`config.mk`:
```
export PLATFORM = sky130hd
export DESIGN_NAME = cache_control
export DESIGN_NICKNAME = d
export VERILOG_FILES = /design/src/rtl/cache_control.sv
export SDC_FILE = /design/constraint.sdc
export NUM_CORES = 1
export LEC_CHECK = 0
export ABC_AREA = 1
export CAP_MARGIN = 10
export CORE_MARGIN = 5
export CORE_UTILIZATION = 40
export DETAILED_ROUTE_END_ITERATION = 10
export GPL_ROUTABILITY_DRIVEN = 0
export PLACE_DENSITY_LB_ADDON = 0.08
export REMOVE_ABC_BUFFERS = 1
export SETUP_SLACK_MARGIN = 0.5
export SYNTH_ARGS = -nofsm -noshare
export SYNTH_HDL_FRONTEND = slang
export SYNTH_SLANG_ARGS = --single-unit
```
`constraint.sdc`:
```
create_clock -name clk -period 2.9 [get_ports clk]
set_input_delay 0.435 -clock clk [delete_from_list [all_inputs] [get_ports clk]]
set_output_delay 0.435 -clock clk [all_outputs]
set_load 0.005 [all_outputs]
```
`src/rtl/cache_control.sv`:
```
// cache_control: control FSM for a 2-way set-associative cache with per-set LRU tracking.
//
// On a hit the CPU request completes in the same cycle. On a miss the LRU way of the
// indexed set is chosen as victim. A dirty victim is written back first (S_WB). The line
// is then filled from physical memory (S_ALLOC). The request is then re-evaluated in
// S_IDLE, where it completes as a hit.
//
// Ports
//   clk, rst_n                  clock (rising edge), asynchronous active-low reset
//   mem_read, mem_write         CPU request, held until mem_resp (both high = write)
//   mem_resp                    CPU request complete
//   index                       set index of the current CPU address
//   Hit, Valid, Dirty           per-way status from the datapath
//   pmem_read, pmem_write       physical memory request
//   pmem_resp                   physical memory done
//   write                       per-way array write enable
//   valid_data, dirty_data      values written into the valid / dirty arrays
//   datainmux_sel               line source: 0 = CPU word merge, 1 = pmem_rdata
//   pmem_address_mux_sel        1 = victim (write-back) address, 0 = CPU address
//   basemux_sel                 write-back address way select
//   pmem_wdatamux_sel           write-back data way select
//   hit_count, miss_count       saturating performance counters
//
// Build option
//   CACHE_CTRL_PERF_CNT_EN      when defined, hit_count / miss_count are live counters;
//                               otherwise both are tied to 0 and no counter flops exist.

module cache_control #(
    parameter int unsigned SETS  = 8,
    parameter int unsigned IDX_W = 3
) (
    input  logic             clk,
    input  logic             rst_n,
    input  logic             mem_read,
    input  logic             mem_write,
    output logic             mem_resp,
    input  logic [IDX_W-1:0] index,
    input  logic [1:0]       Hit,
    input  logic [1:0]       Valid,
    input  logic [1:0]       Dirty,
    output logic             pmem_read,
    output logic             pmem_write,
    input  logic             pmem_resp,
    output logic [1:0]       write,
    output logic             valid_data,
    output logic             dirty_data,
    output logic             datainmux_sel,
    output logic             pmem_address_mux_sel,
    output logic             basemux_sel,
    output logic             pmem_wdatamux_sel,
    output logic [15:0]      hit_count,
    output logic [15:0]      miss_count
);

    typedef enum logic [1:0] {S_IDLE, S_WB, S_ALLOC} state_t;

    state_t          state_q, state_d;
    logic [SETS-1:0] lru_q;       // per set: way to evict next
    logic            victim_q;

    logic req;
    logic hit_way;
    logic lru_way;
    logic hit_done;
    logic miss_start;

    assign req     = mem_read | mem_write;
    assign hit_way = Hit[1];      // way 1 wins when both ways report a hit
    assign lru_way = lru_q[index];

    always_comb begin
        state_d              = state_q;
        mem_resp             = 1'b0;
        pmem_read            = 1'b0;
        pmem_write           = 1'b0;
        write                = 2'b00;
        valid_data           = 1'b0;
        dirty_data           = 1'b0;
        datainmux_sel        = 1'b0;
        pmem_address_mux_sel = 1'b0;
        basemux_sel          = 1'b0;
        pmem_wdatamux_sel    = 1'b0;
        hit_done             = 1'b0;
        miss_start           = 1'b0;

        unique case (state_q)
            S_IDLE: begin
                if (req) begin
                    if (|Hit) begin
                        mem_resp = 1'b1;
                        hit_done = 1'b1;
                        if (mem_write) begin
                            write      = hit_way ? 2'b10 : 2'b01;
                            valid_data = 1'b1;
                            dirty_data = 1'b1;
                        end
                    end else begin
                        miss_start = 1'b1;
                        state_d    = (Valid[lru_way] && Dirty[lru_way]) ? S_WB : S_ALLOC;
                    end
                end
            end
            S_WB: begin
                pmem_write           = 1'b1;
                pmem_address_mux_sel = 1'b1;
                basemux_sel          = victim_q;
                pmem_wdatamux_sel    = victim_q;
                // An abandoned request still finishes the write-back, but skips the fill.
                if (pmem_resp) begin
                    state_d = req ? S_ALLOC : S_IDLE;
                end
            end
            S_ALLOC: begin
                pmem_read = 1'b1;
                if (pmem_resp) begin
                    write         = victim_q ? 2'b10 : 2'b01;
                    datainmux_sel = 1'b1;
                    valid_data    = 1'b1;
                    state_d       = S_IDLE;
                end
            end
            default: state_d = S_IDLE;
        endcase

        // Outputs are combinational from inputs too, so hold them quiet during reset.
        if (!rst_n) begin
            mem_resp             = 1'b0;
            pmem_read            = 1'b0;
            pmem_write           = 1'b0;
            write                = 2'b00;
            valid_data           = 1'b0;
            dirty_data           = 1'b0;
            datainmux_sel        = 1'b0;
            pmem_address_mux_sel = 1'b0;
            basemux_sel          = 1'b0;
            pmem_wdatamux_sel    = 1'b0;
        end
    end

    always_ff @(posedge clk or negedge rst_n) begin
        if (!rst_n) begin
            state_q  <= S_IDLE;
            lru_q    <= '0;
            victim_q <= 1'b0;
        end else begin
            state_q <= state_d;
            if (miss_start) begin
                victim_q <= lru_way;
            end
            if (hit_done) begin
                lru_q[index] <= ~hit_way;
            end
        end
    end

`ifdef CACHE_CTRL_PERF_CNT_EN
    logic [15:0] hit_cnt_q;
    logic [15:0] miss_cnt_q;
    logic        missed_q;    // current request already took a miss

    always_ff @(posedge clk or negedge rst_n) begin
        if (!rst_n) begin
            hit_cnt_q  <= '0;
            miss_cnt_q <= '0;
            missed_q   <= 1'b0;
        end else begin
            if (miss_start) begin
                missed_q <= 1'b1;
                if (miss_cnt_q != 16'hFFFF) begin
                    miss_cnt_q <= miss_cnt_q + 16'd1;
                end
            end
            if (hit_done) begin
                missed_q <= 1'b0;
                if (!missed_q && hit_cnt_q != 16'hFFFF) begin
                    hit_cnt_q <= hit_cnt_q + 16'd1;
                end
            end else if (state_q == S_IDLE && !req) begin
                // Request abandoned during a miss: forget it before the next one.
                missed_q <= 1'b0;
            end
        end
    end

    assign hit_count  = hit_cnt_q;
    assign miss_count = miss_cnt_q;
`else
    assign hit_count  = 16'h0000;
    assign miss_count = 16'h0000;
`endif

endmodule

```
After elaboration in Yosys (flattened, before gate mapping)
Cells that the tools add are included.
- bits in writable memories: 0
- register bits: 11
- memories: 0
- latch bits: 0
- word-level logic and storage cells: 66
- output and inout port bits: 43
- bits of input ports: 14
- ROM bits: 0
- div/mod/pow operators: 0
- $add $sub $neg: 0
- equal/unequal tests: 6
- shift operators: 0
- multiplexer cells: 47
- $lt $le $gt $ge: 3
- reductions and logical operators: 5
- bitwise gates (word level): 2
- multiply operators: 0
- operators by type and width (cell ; count):
    1-bit two-way mux ; 28
    2-bit two-way mux ; 13
    8-bit bitwise mux ; 1
    2-bit inequality test, second input constant ; 4
    2-bit one-hot mux with 3 select lines ; 1
    3-bit by 4-bit less-than comparator with 1-bit output, second input constant ; 1
    2-bit one-hot mux with 2 select lines ; 1
    4-bit AND reduction ; 1
    1-bit binary-select mux with 3-bit select ; 1
    1-bit demux with 3-bit select ; 1
    3-bit by 1-bit >= comparator with 1-bit output, second input constant ; 1
    2-bit by 1-bit == test with 1-bit output, second input constant ; 1
    2-bit == test, second input constant ; 1
    1-bit logical AND ; 2
    2-bit logical NOT ; 1
    1-bit by 2-bit less-than comparator with 1-bit output, second input constant ; 1
    1-bit one-hot mux with 2 select lines ; 1
    2-bit OR reduction ; 1
    1-bit inverter ; 1
    1-bit OR ; 1

Depth between registers and ports, before layout
- word-level depth: 9
- mapped depth: 10
- mapped depth without buffers: 10

Worst setup path before layout
Ideal clock, no wire load.
- kind: input to output
- start: in rst_n
- end: out pmem_wdatamux_sel
- stages on the path: 3
- data arrival time: 1036 ps
- slack: 1429 ps
- cell sequence: clkinv_1 nor3_1 buf_4
- longest elaborated chain between the ends: 1
- ends and longest elaborated chain (what ; line ; text):
    start, declared ; 33 ; input logic rst_n,
    1-bit two-way mux ; n/a ;
    end, declared ; 50 ; output logic pmem_wdatamux_sel,
No other way between the ends.

Final worst setup path
- start: in Hit[1]
- end: out valid_data
- longest elaborated chain between the ends: 5
- ends and longest elaborated chain (what ; line ; text):
    start, declared ; 38 ; input logic [1:0] Hit,
    2-bit OR reduction ; 89 ; if (|Hit) begin
    1-bit two-way mux ; 89 ;
    1-bit two-way mux ; 88 ; if (req) begin
    1-bit one-hot mux with 2 select lines ; 86 ; unique case (state_q)
    1-bit two-way mux ; 126 ; if (!rst_n) begin
    end, declared ; 45 ; output logic valid_data,
No other way between the ends.

==> flow_metrics.tcl <==
set metrics [dict create \
    status "completed" \
    clock_path_buffers 2 \
    ys_types 21 \
    comb_power_share_pct 47.5 \
    crit_type "in2out" \
    synth_edf_count 0 \
    vias 871 \
    drv_slew 0 \
    die_area_mm2 0.00358 \
    grt_busiest_layer "met2" \
    grt_pass1_vias 751 \
    crit_path_end_kind "output port" \
    nFillCells 265 \
    drive_above_1_share_pct 10.5 \
    path_clk_slew_ns 0.07 \
    tns_ns 0 \
    syn_avg_cell_area_um2 6.84 \
    antenna_found_initial 0 \
    h-tree-depth 1 \
    max_stage_delay_ns 0.51 \
    seqCellArea_um2 275 \
    drc 0 \
    placedCellCount 197 \
    power.leakage_nw 0.620 \
    final_hold_viol_count 0 \
    grt.total_usage_pct 11.6 \
    totalPowerFinal_w 0.000712 \
    initial_core_util_pct 40.8 \
    num_rows 18 \
    drtIter0Drc 15 \
    nNetsFinal 186 \
    multi_input_area_um2 504 \
    port_buffers 24 \
    cap_violations 0 \
    grt_overflow 0 \
    grtUsageMet2_pct 19.8 \
    grt.met1_usage_pct 14.3 \
    dp.final_hpwl_mm 1.78 \
    seqPwrFrac_pct 37.8 \
    fp.coreArea_mm2 0.00243 \
    fin_crit_sh_pct 80.8 \
    ant_nets 0 \
    routed_wl_mm 2.14 \
    rsz0062_at_grt "yes" \
    fmax_ghz 0.427 \
    dr.pass1.iters 4 \
    synthFlopType "dfrtp_1" \
    grt_pass1_wl_mm 3.19 \
    ys_seq_elements 11 \
    avgRoutedWirePerCell_um 10.7 \
    grtUsageMet3_pct 4.75 \
    ys_warn_count 0 \
    cts_tree "built" \
    crit_slowest_cell "clkdlybuf4s50_1" \
    diodes 0 \
    cts_hold_buf 0 \
    numCtsBuffers 3 \
    clkPwrFrac_pct 14.8 \
    synth_area_um2 992 \
    ys_seq_area_share_pct 27.7 \
    clock_sinks 11 \
    switchingPower_w 0.000290 \
    p_int_w 0.000423 \
    cts-root-buf "clkbuf_4" \
    vdd_drop_max_mv 0.363 \
    io-pin-count 57 \
    fin_cells 201 \
    cts_setup_buffers 0 \
    synthArstFlopShare_pct 100 \
    netSwitchingFraction_pct 40.7 \
    min_path_type "reg2reg" \
    path_max_fanout 3 \
    setup_viol 0 \
    post_drt_via_cell_ratio 4.33 \
    grt_max_degree 12 \
    die-width_um 59.8 \
    finClkSkew_ns 0.00301 \
    netlist_instances 145 \
    cp.arrival_ns 1.91 \
    insertion_delay_ns 0.27 \
    path_cells "clkdlybuf4s50_1 > nor2_1 > nor2_2 > nand2_1 > a21oi_1 > clkdlybuf4s50_1" \
    p_per_area_mw_per_mm2 603 \
    cpMostUsedCell "clkdlybuf4s50_1" \
    required_ns 2.47 \
    cp-start-kind "primary input" \
    syn_to_final_growth_pct 19.0 \
    fp.dieH_um 59.8 \
    fin_crit_ns 2.34 \
]
[cell usage in the layout (no fill, tap or decap), drive strengths merged]
cell | netlist | final
a21oi | 11 | 11
a31oi | 8 | 8
a32oi | 1 | 1
buf | 34 | 2
clkbuf | 1 | 4
clkdlybuf4s50 | 0 | 23
clkinv | 1 | 1
conb | 1 | 32
dfrtp | 11 | 11
dlygate4sd2 | 0 | 1
inv | 21 | 21
nand2 | 24 | 24
nand3 | 7 | 7
nor2 | 19 | 19
nor3 | 1 | 1
o21ai | 3 | 3
o21bai | 1 | 1
or2 | 1 | 1
[repair_timing]
item	in CTS	in global routing
setup endpoints to repair	4	7
pin swaps	1	0
gates resized for setup	2	4
[per-layer routing]
layer	vias up	wire, um
met3	2	227
met1	383	920
met5	-	0
li1	444	-
met2	42	982
met4	0	12
[worst paths after layout]
| path | from | to | slack [ns] | cells past startpoint |
|---|---|---|---|---|
| min in group asynchronous | rst_n | lru_q[5] | 0.57 | 2 |
| max in group asynchronous | rst_n | lru_q[1] | 2.18 | 2 |
| setup / recovery | Hit[1] | valid_data | 0.56 | 6 |
| setup reg to reg | state_q[1] | lru_q[1] | 1.54 | 7 |
| hold reg to reg | victim_q | victim_q | 0.54 | 2 |
| hold / removal | victim_q | victim_q | 0.54 | 2 |
[critical path, delay by kind of cell]
kind	cells	cell delay [ns]
AOI/OAI and AO/OA	1	0.15
buffers and inverters	2	1.02
and+or+nand+nor	3	0.30
[stage by stage]
| stage | cell area (um^2) | utilization, % | worst slack (ns) | hold slack, ns |
|---|---|---|---|---|
| final | 1180 | 48.6 | 0.556 | 0.537 |
| after global routing | 1180 | 48.6 | 0.482 | 0.575 |
| after CTS | 1170 | 48.0 | 0.496 | 0.537 |
| after detailed placement | 1140 | 47.0 | 0.437 | 0.520 |
| after global placement | 1140 | 47.0 | 0.466 | 0.515 |
| after floorplan | 850 | - | 1.48 | 0.139 |
[flip-flops by register name, indices dropped and copies added (netlist names)]
signal    flops
lru_q         8
state_q       2
victim_q      1
[cell families after synthesis]
logic type,after synthesis,synth area share [%]
and+or+nand+nor,52,23.7
AOI/OAI and AO/OA,24,13.7
other,1,0.378
buffers and inverters,57,34.4
DFF,11,27.7
[layout make-up]
class / count / share of cell area, %
multi-input cells: 108 / 42.7
well taps: 30 / 3.18
clock buffers: 4 / 2.22
repair buffers: 26 / 21.5
flip-flops and latches: 11 / 23.3
inverters: 22 / 7.10
[power by group through the flow]
stage	Clock, W	Combinational [W]	Sequential, W
after global routing	0.000118	0.000385	0.000277
after CTS	0.000110	0.000332	0.000267
after global placement	0	0.000323	0.000269
after floorplan	0	0.000223	0.000259
after detailed placement	0	0.000332	0.000270
final	0.000105	0.000338	0.000269
[synthesized netlist by cell type (2+ instances only)]
library cell  instances  area share (%)
buf_4                34              26
nor2_4                2             2.3
nand3_1               6             3.0
nand2_2               2             1.3
nor2_1               16             6.1
dfrtp_1              11              28
inv_1                20             7.6
o21ai_0               3             1.5
a21oi_1              11             5.5
nand2_1              22             8.3
a31oi_1               8             5.0
(Power assumes the default switching activity.)
